### src/rtl/lfsr_spawn_scheduler_pkg.sv
// Shared definitions for the spawn scheduler: mode codes, FSM states,
// spawn kind width, default cooldowns and a saturating counter helper.
package lfsr_spawn_scheduler_pkg;

    localparam int KIND_W = 2;
    localparam int MODE_W = 2;
    localparam int CNT_W  = 8;
    localparam int CD_W   = 8;

    localparam logic [MODE_W-1:0] MODE_EASY    = 2'b00;
    localparam logic [MODE_W-1:0] MODE_NORMAL  = 2'b01;
    localparam logic [MODE_W-1:0] MODE_EXTREME = 2'b10;
    localparam logic [MODE_W-1:0] MODE_OFF     = 2'b11;

    localparam int CD_EASY_DEF    = 8;
    localparam int CD_NORMAL_DEF  = 4;
    localparam int CD_EXTREME_DEF = 1;

    typedef enum logic [2:0] {
        S_IDLE     = 3'd0,
        S_STEP     = 3'd1,
        S_SAMPLE   = 3'd2,
        S_OFFER    = 3'd3,
        S_COOLDOWN = 3'd4
    } state_t;

    // Statistics counters stick at their maximum instead of wrapping.
    function automatic logic [CNT_W-1:0] sat_inc(input logic [CNT_W-1:0] v);
        return (v == {CNT_W{1'b1}}) ? v : v + 1'b1;
    endfunction

endpackage

### src/rtl/lfsr_spawn_scheduler_lane_rr_pick.sv
// Rotating first-free-lane picker: starting at the candidate lane, walks
// upward modulo LANES and returns the first lane that is not busy.
module lane_rr_pick #(
    parameter int LANES  = 4,
    parameter int LANE_W = 2
) (
    input  logic [LANE_W-1:0] cand,
    input  logic [LANES-1:0]  lane_busy,
    output logic [LANE_W-1:0] lane,
    output logic              found
);

    logic [LANE_W-1:0] idx;

    // Scan from the farthest offset down so the closest free lane wins last.
    always_comb begin
        lane  = '0;
        found = 1'b0;
        idx   = '0;
        for (int k = LANES - 1; k >= 0; k--) begin
            idx = (LANES == 1) ? '0 : cand + LANE_W'(k);
            if (!lane_busy[idx]) begin
                lane  = idx;
                found = 1'b1;
            end
        end
    end

endmodule

### src/rtl/lfsr_spawn_scheduler.sv
// Spawn scheduler: steps the pseudo-random generator once per game tick,
// samples the difficulty trigger, offers a spawn to a free lane over a
// valid/ready handshake and then waits out a per-mode cooldown.
module lfsr_spawn_scheduler
    import lfsr_spawn_scheduler_pkg::*;
#(
    parameter int LANES      = 4,
    parameter int CD_EASY    = CD_EASY_DEF,
    parameter int CD_NORMAL  = CD_NORMAL_DEF,
    parameter int CD_EXTREME = CD_EXTREME_DEF,
    parameter int LANE_W     = (LANES > 1) ? $clog2(LANES) : 1
) (
    input  logic              clk,
    input  logic              rst,
    input  logic              run,
    input  logic              tick,
    input  logic [1:0]        mode,
    input  logic [4:0]        prn,
    input  logic              easy_t,
    input  logic              normal_t,
    input  logic              extreme_t,
    output logic              lfsr_step,
    input  logic [LANES-1:0]  lane_busy,
    output logic              spawn_valid,
    input  logic              spawn_ready,
    output logic [LANE_W-1:0] spawn_lane,
    output logic [1:0]        spawn_kind,
    output logic [7:0]        spawn_count,
    output logic [7:0]        miss_count,
    output logic              cooling
);

    state_t            state;
    state_t            state_next;
    logic [CD_W-1:0]   cd_latched;
    logic [CD_W-1:0]   cd_cnt;
    logic              trig;
    logic              hit;
    logic [LANE_W-1:0] cand;
    logic [LANE_W-1:0] pick_lane;
    logic              pick_found;
    logic              unused_prn;

    function automatic logic [CD_W-1:0] cd_for_mode(input logic [1:0] m);
        case (m)
            MODE_EASY:    return CD_W'(CD_EASY);
            MODE_NORMAL:  return CD_W'(CD_NORMAL);
            MODE_EXTREME: return CD_W'(CD_EXTREME);
            default:      return '0;
        endcase
    endfunction

    // Only the lane and kind fields of prn matter; the rest is folded away.
    assign unused_prn = ^prn;
    assign cand       = (LANES == 1) ? '0 : prn[LANE_W-1:0];
    assign hit        = trig & pick_found;

    lane_rr_pick #(
        .LANES  (LANES),
        .LANE_W (LANE_W)
    ) u_pick (
        .cand      (cand),
        .lane_busy (lane_busy),
        .lane      (pick_lane),
        .found     (pick_found)
    );

    // Select the generator trigger that belongs to the current difficulty.
    always_comb begin
        trig = 1'b0;
        case (mode)
            MODE_EASY:    trig = easy_t;
            MODE_NORMAL:  trig = normal_t;
            MODE_EXTREME: trig = extreme_t;
            default:      trig = 1'b0;
        endcase
    end

    // State register.
    always_ff @(posedge clk) begin
        if (rst) state <= S_IDLE;
        else     state <= state_next;
    end

    // Next-state logic; an offer is never withdrawn until it is accepted.
    always_comb begin
        state_next = state;
        case (state)
            S_IDLE:     if (tick && run) state_next = S_STEP;
            S_STEP:     state_next = S_SAMPLE;
            S_SAMPLE:   state_next = hit ? S_OFFER : S_IDLE;
            S_OFFER:    if (spawn_ready) state_next = (cd_latched == '0) ? S_IDLE : S_COOLDOWN;
            S_COOLDOWN: if (tick && cd_cnt == CD_W'(1)) state_next = S_IDLE;
            default:    state_next = S_IDLE;
        endcase
    end

    // Moore outputs decoded straight from the state.
    always_comb begin
        lfsr_step   = 1'b0;
        spawn_valid = 1'b0;
        cooling     = 1'b0;
        case (state)
            S_STEP:     lfsr_step   = 1'b1;
            S_OFFER:    spawn_valid = 1'b1;
            S_COOLDOWN: cooling     = 1'b1;
            default:    ;
        endcase
    end

    // Offer payload, cooldown bookkeeping and statistics.
    always_ff @(posedge clk) begin
        if (rst) begin
            spawn_lane  <= '0;
            spawn_kind  <= '0;
            spawn_count <= '0;
            miss_count  <= '0;
            cd_latched  <= '0;
            cd_cnt      <= '0;
        end else begin
            case (state)
                S_SAMPLE: begin
                    if (hit) begin
                        spawn_lane <= pick_lane;
                        spawn_kind <= prn[4:3];
                        cd_latched <= cd_for_mode(mode);
                    end else begin
                        miss_count <= sat_inc(miss_count);
                    end
                end
                S_OFFER: begin
                    if (spawn_ready) begin
                        spawn_count <= sat_inc(spawn_count);
                        cd_cnt      <= cd_latched;
                    end
                end
                S_COOLDOWN: begin
                    if (tick) cd_cnt <= cd_cnt - 1'b1;
                end
                default: ;
            endcase
        end
    end

endmodule

### config.mk
export PLATFORM = sky130hd
export DESIGN_NAME = lfsr_spawn_scheduler
export DESIGN_NICKNAME = d
export VERILOG_FILES = /design/src/rtl/lfsr_spawn_scheduler_pkg.sv /design/src/rtl/lfsr_spawn_scheduler_lane_rr_pick.sv /design/src/rtl/lfsr_spawn_scheduler.sv
export SDC_FILE = /design/constraint.sdc
export NUM_CORES = 1
export LEC_CHECK = 0
export ABC_AREA = 1
export BUFFER_PORTS_ARGS = -buffer_cell sky130_fd_sc_hd__buf_2
export CAP_MARGIN = 20
export CORE_MARGIN = 5
export CORE_UTILIZATION = 55
export DETAILED_ROUTE_END_ITERATION = 8
export GPL_TIMING_DRIVEN = 0
export HOLD_SLACK_MARGIN = 0.06
export PLACE_DENSITY = 0.79
export RECOVER_POWER = 50
export SYNTH_ARGS = -nofsm -noshare
export SYNTH_HDL_FRONTEND = slang
export SYNTH_HIERARCHICAL = 1
export SYNTH_SLANG_ARGS = --single-unit
### constraint.sdc
create_clock -name clk -period 1.6 [get_ports clk]
set_input_delay 0.08 -clock clk [delete_from_list [all_inputs] [get_ports clk]]
set_output_delay 0.08 -clock clk [all_outputs]
set_load 0.02 [all_outputs]
After elaboration in Yosys (flattened, before gate mapping):

Index checks and enable logic that the tools add are counted.

* $add $sub $neg: 6
* multipliers: 0
* divide/modulo/power cells: 0
* $lt $le $gt $ge: 4
* eq/ne operators: 13
* shift operators: 0
* multiplexer cells: 30
* bitwise operators: 4
* reduce and logical (&&, ||, !) cells: 11

Operators by type and width (count)
* 8-bit by 1-bit adder with 8-bit output, second input constant: 2
* 8-bit == test, second input constant: 2
* 8-bit 2-to-1 mux: 2
* 8-bit one-hot mux with 2 select lines: 1
* 3-bit one-hot mux with 5 select lines: 1
* 2-bit by 3-bit < comparator with 1-bit output, second input constant: 4
* 3-bit 2-to-1 mux: 4
* 4-bit one-hot mux with 3 select lines: 1
* 3-bit AND reduction: 4
* 1-bit 2-to-1 mux: 11
* 2-bit 2-to-1 mux: 5
* 1-bit binary-select mux with 2-bit select: 4
* 8-bit by 1-bit == test with 1-bit output, second input constant: 1
* 8-bit zero test: 1
* 2-bit inequality test, second input constant: 4
* 8-bit by 1-bit subtractor with 8-bit output, second input constant: 1
* 3-bit by 2-bit == test with 1-bit output, second input constant: 2
* 2-bit adder, second input constant: 2
* 3-bit by 1-bit == test with 1-bit output, second input constant: 1
* 3-bit == test, second input constant: 1
* 3-bit zero test: 1
* 1-bit NOT: 3
* 1-bit one-hot mux with 3 select lines: 1
* 2-bit by 1-bit adder with 2-bit output, second input constant: 1
* other kinds (7): 8

* bits in registers: 39
* latch bits: 0
* bits in writable memories: 0
* memory bits (read-only): 0
* memories kept: 0

Depth between registers and ports, before layout:

* depth in word-level cells: 10
* gate-level depth with buffers: 12

By module:

Netlist, hierarchy kept.

Modules (own cells, without submodules)
* lfsr_spawn_scheduler: instances 1, cells an instance 304, area each 1989.4 um2
* lane_rr_pick: instances 1, cells an instance 46, area each 229.0 um2

Worst setup path before layout:

Ideal clock, no wire load.

* path kind: register to register
* start: reg spawn_count[0]
* end: reg spawn_count[2]
* library setup time: 0.070 ns
* arrival time: 1.403 ns
* data required time: 1.530 ns
* setup slack: 0.127 ns
* stages on the path, launching flop included: 8
* buffers on the path: 0
* cell sequence: dfxtp_1 > ha_1 > inv_1 > nor2_2 > nand2_1 > nand2_2 > nand2_1 > a21oi_1

* cells in the longest elaborated chain, start to end: 3

RTL lines
* start, declared: RTL line lfsr_spawn_scheduler.sv:28 `output logic [7:0] spawn_count,`
* start signal, assigned: RTL line lfsr_spawn_scheduler.sv:133 `spawn_count <= sat_inc(spawn_count);`
* branches (longest 3 deep; another with 8-bit by 1-bit adder with 8-bit output)

Parallel ways; which one is timed is not known.
A chain may end at the register's enable or synchronous reset.

Final worst setup path:

* start: reg spawn_count[0]
* end: reg spawn_count[3]

Same word-level chain as after synthesis.

==> qor.yml <==
run_status:
  outcome: "finished, final reports clean"
global_routing:
  use_met1_pct: 24.0
  grt_max_degree: 13
  track_usage_pct: 19.9
  use_met3_pct: 5.06
  grt_overflow: 0
  grt_pass1_wl_mm: 8.57
  grt_pass1_vias: 2126
  top_usage_layer: "met2"
  met2_usage_pct: 35.0
  antenna_found_initial: 0
critical_path:
  ff2ff_path_depth: 7
  crit_path_end_kind: "flip-flop"
  crit_required_ns: 1.82
  path_max_fanout: 7
  crit_path_start_kind: "flip-flop"
  worstReg2RegEnd: "spawn_count[3]$_SDFFE_PP0P_"
  startpoint: "spawn_count[0]$_SDFFE_PP0P_"
  critical_path_arrival_ns: 1.70
  crit_type: "reg2reg"
  cp-endpoint: "spawn_count[3]$_SDFFE_PP0P_"
  r2r_start: "spawn_count[0]$_SDFFE_PP0P_"
  ff2ff_setup_slack_ns: 0.11
cts:
  numCtsBuffers: 5
  worstSkewPairLatency_ns: 0.29
  clk_pin_slew_ns: 0.07
  cts_tree: "done"
  htree_levels: 2
  clk_path_buf_depth: 2
  cts-root-buf: "clkbuf_8"
  numClockSinks: 34
sta:
  clock.fmax_mhz: 672
  layout_setup_ws_ns: 0.113
  holdWs_ns: 0.0721
  max_slew_margin_pct: 71.0
  tightestPinTransition_ns: 0.435
  fin_skew_ns: 0.00574
  tns_ns: 0
  post-route-period-util_pct: 93.0
  finalHoldViolations: 0
  drv_slew: 0
  final-setup-viol-count: 0
  fin_crit_ns: 1.49
finish:
  fillCellCount: 374
  layout-area-overhead-vs-synth_pct: 18.3
  final_common_cell: "nand2_1"
  final_cell_area_sq_um: 2620
  diodes: 0
  final_core_util_pct: 66.6
  most-common-layout-cells: "nand2_1 (101), inv_1 (46), nor2_1 (46), dfxtp_1 (34), nand3_1 (32)"
  nNetsFinal: 423
  multiInputGateArea_sq_um: 1310
  regArea_sq_um: 681
  layout.cells.non_filler: 451
  drive_gt1_share_pct: 14.2
route:
  drcViolationCount: 0
  drt_wl_total_mm: 4.94
  dr.pass1.iters: 4
  ant_nets: 0
  via_per_inst: 5.14
  avgRoutedWirePerCell_um: 11.0
  num_vias: 2316
  dr.first_iter.drc_count: 91
logic_synthesis:
  avgSynthCellArea_sq_um: 6.34
  ys_seq_area_share_pct: 30.7
  ys_ff_latch: 34
  netlist_area_sq_um: 2220
  postSynthCellCount: 350
  ys_warn_count: 6
  syn-num-nets: 373
  yosysUniqueCellTypes: 32
place:
  gp_congestion: 0.817
  place_hpwl_mm: 3.67
  port_buffers: 38
  place_area_sq_um: 2470
  dp_cells: 438
  pre_cts_slack_ns: 0.106
power:
  p_total_mw: 2.13
  ir_drop_uv: 667
  p_per_area_nw_per_um2: 810
  power.leakage_nw: 1.23
floorplan:
  start_util_pct: 56.3
  rows: 23
  die_h_um: 73.5
  dieArea_sq_um: 5400
  die_w_um: 73.5
  io_pins: 42
  coreArea_sq_um: 3940
flow_run:
  cap_violations: 0
min_path:
  hold_class: "in2reg"
==> report_power, final <==
group	internal, mW	total [mW]	switching [mW]
registers	0.866	0.881	0.0154
clock network	0.624	0.951	0.326
logic	0.108	0.294	0.186
==> metal layers <==
layer  up-vias  wire [um]
met3         8        277
met1      1048       2260
li1       1208          -
met2        52       2360
met4         0         48
met5         -          0
==> worst max-delay path, cell delays in order (launching register included) <==
cell and delay, ns:
dfxtp_1 0.42, ha_1 0.26, inv_1 0.09, nor2_4 0.17
nand2_1 0.10, nand2_2 0.15, nand2_1 0.07, a21oi_1 0.15
==> synth_stat cells <==
library cell  instances  share of area, %
nand3_4               1              0.79
a21oi_1              23               5.2
inv_1                46               7.8
nand3b_1              2              0.68
o21a_1                1              0.34
xnor2_1               1              0.39
nor3_1                3              0.68
inv_6                 1              0.39
nor2_4                1              0.51
buf_2                 1              0.23
nand3_1              32               7.2
a21oi_2               1              0.39
xor2_1                4               1.6
inv_2                 1              0.17
nand2_2              12               3.4
nor3_2                1              0.45
ha_1                  4               2.3
nand3b_4              2               1.8
clkbuf_1              2              0.34
a31oi_1               1              0.28
a21boi_1              1              0.34
o21ai_1               2              0.45
dfxtp_1              34                31
nand2_1             101                17
nor2_1               47               8.0
a21oi_4               2               1.5
buf_6                 3               1.5
nand2_4               1              0.51
nor2_2                1              0.28
o21ai_0              12               2.7
o21ai_4               1              0.73
nand4_1               5               1.4
==> repair_timing <==
action,4_1_cts,5_1_grt
hold endpoints to repair,2,0
gates resized for setup,0,2
endpoints found under the setup margin,0,15
buffers inserted,0,3
hold buffers,2,0
==> state kept, by name, summed over array words and instances, names as in the netlist <==
register,count
state,3
spawn_lane,2
miss_count,8
spawn_count,8
cd_latched,3
spawn_kind,2
cd_cnt,8
==> worst min-delay path by stage <==
stage          startpoint                          to  slack (ns)  cells past startpoint
5_1_grt           mode[0]  cd_latched[2]$_SDFFE_PP0P_        0.09                      3
3_3_place_gp       prn[4]  spawn_kind[1]$_SDFFE_PP0P_        0.30                      3
3_5_place_dp       prn[3]  spawn_kind[0]$_SDFFE_PP0P_        0.31                      3
4_1_cts           mode[1]  cd_latched[0]$_SDFFE_PP0P_        0.07                      3
6_report          mode[1]  cd_latched[0]$_SDFFE_PP0P_        0.07                      3
2_1_floorplan      prn[4]  spawn_kind[1]$_SDFFE_PP0P_        0.21                      2
==> logic make-up (layout without fill, tap and decap cells) <==
kind of cell | after synthesis | after routing | share of synthesized area (%)
xor+xnor | 5 | 5 | 1.97
simple gates | 209 | 209 | 42.8
flops | 34 | 34 | 30.7
buf+inv | 54 | 105 | 10.4
compound gates | 44 | 44 | 11.9
fa+ha+maj | 4 | 4 | 2.26
==> layout make-up <==
type	instances	share of cell area, %
multi-input cells	262	49.8
flip-flops and latches	34	25.9
repair buffers	43	7.82
inverters	48	7.06
clock buffers	5	2.62
clock inverters	3	2.62
well taps	50	2.38
plain buffers	6	1.76
Note: power is estimated with default switching activity, not from simulation.
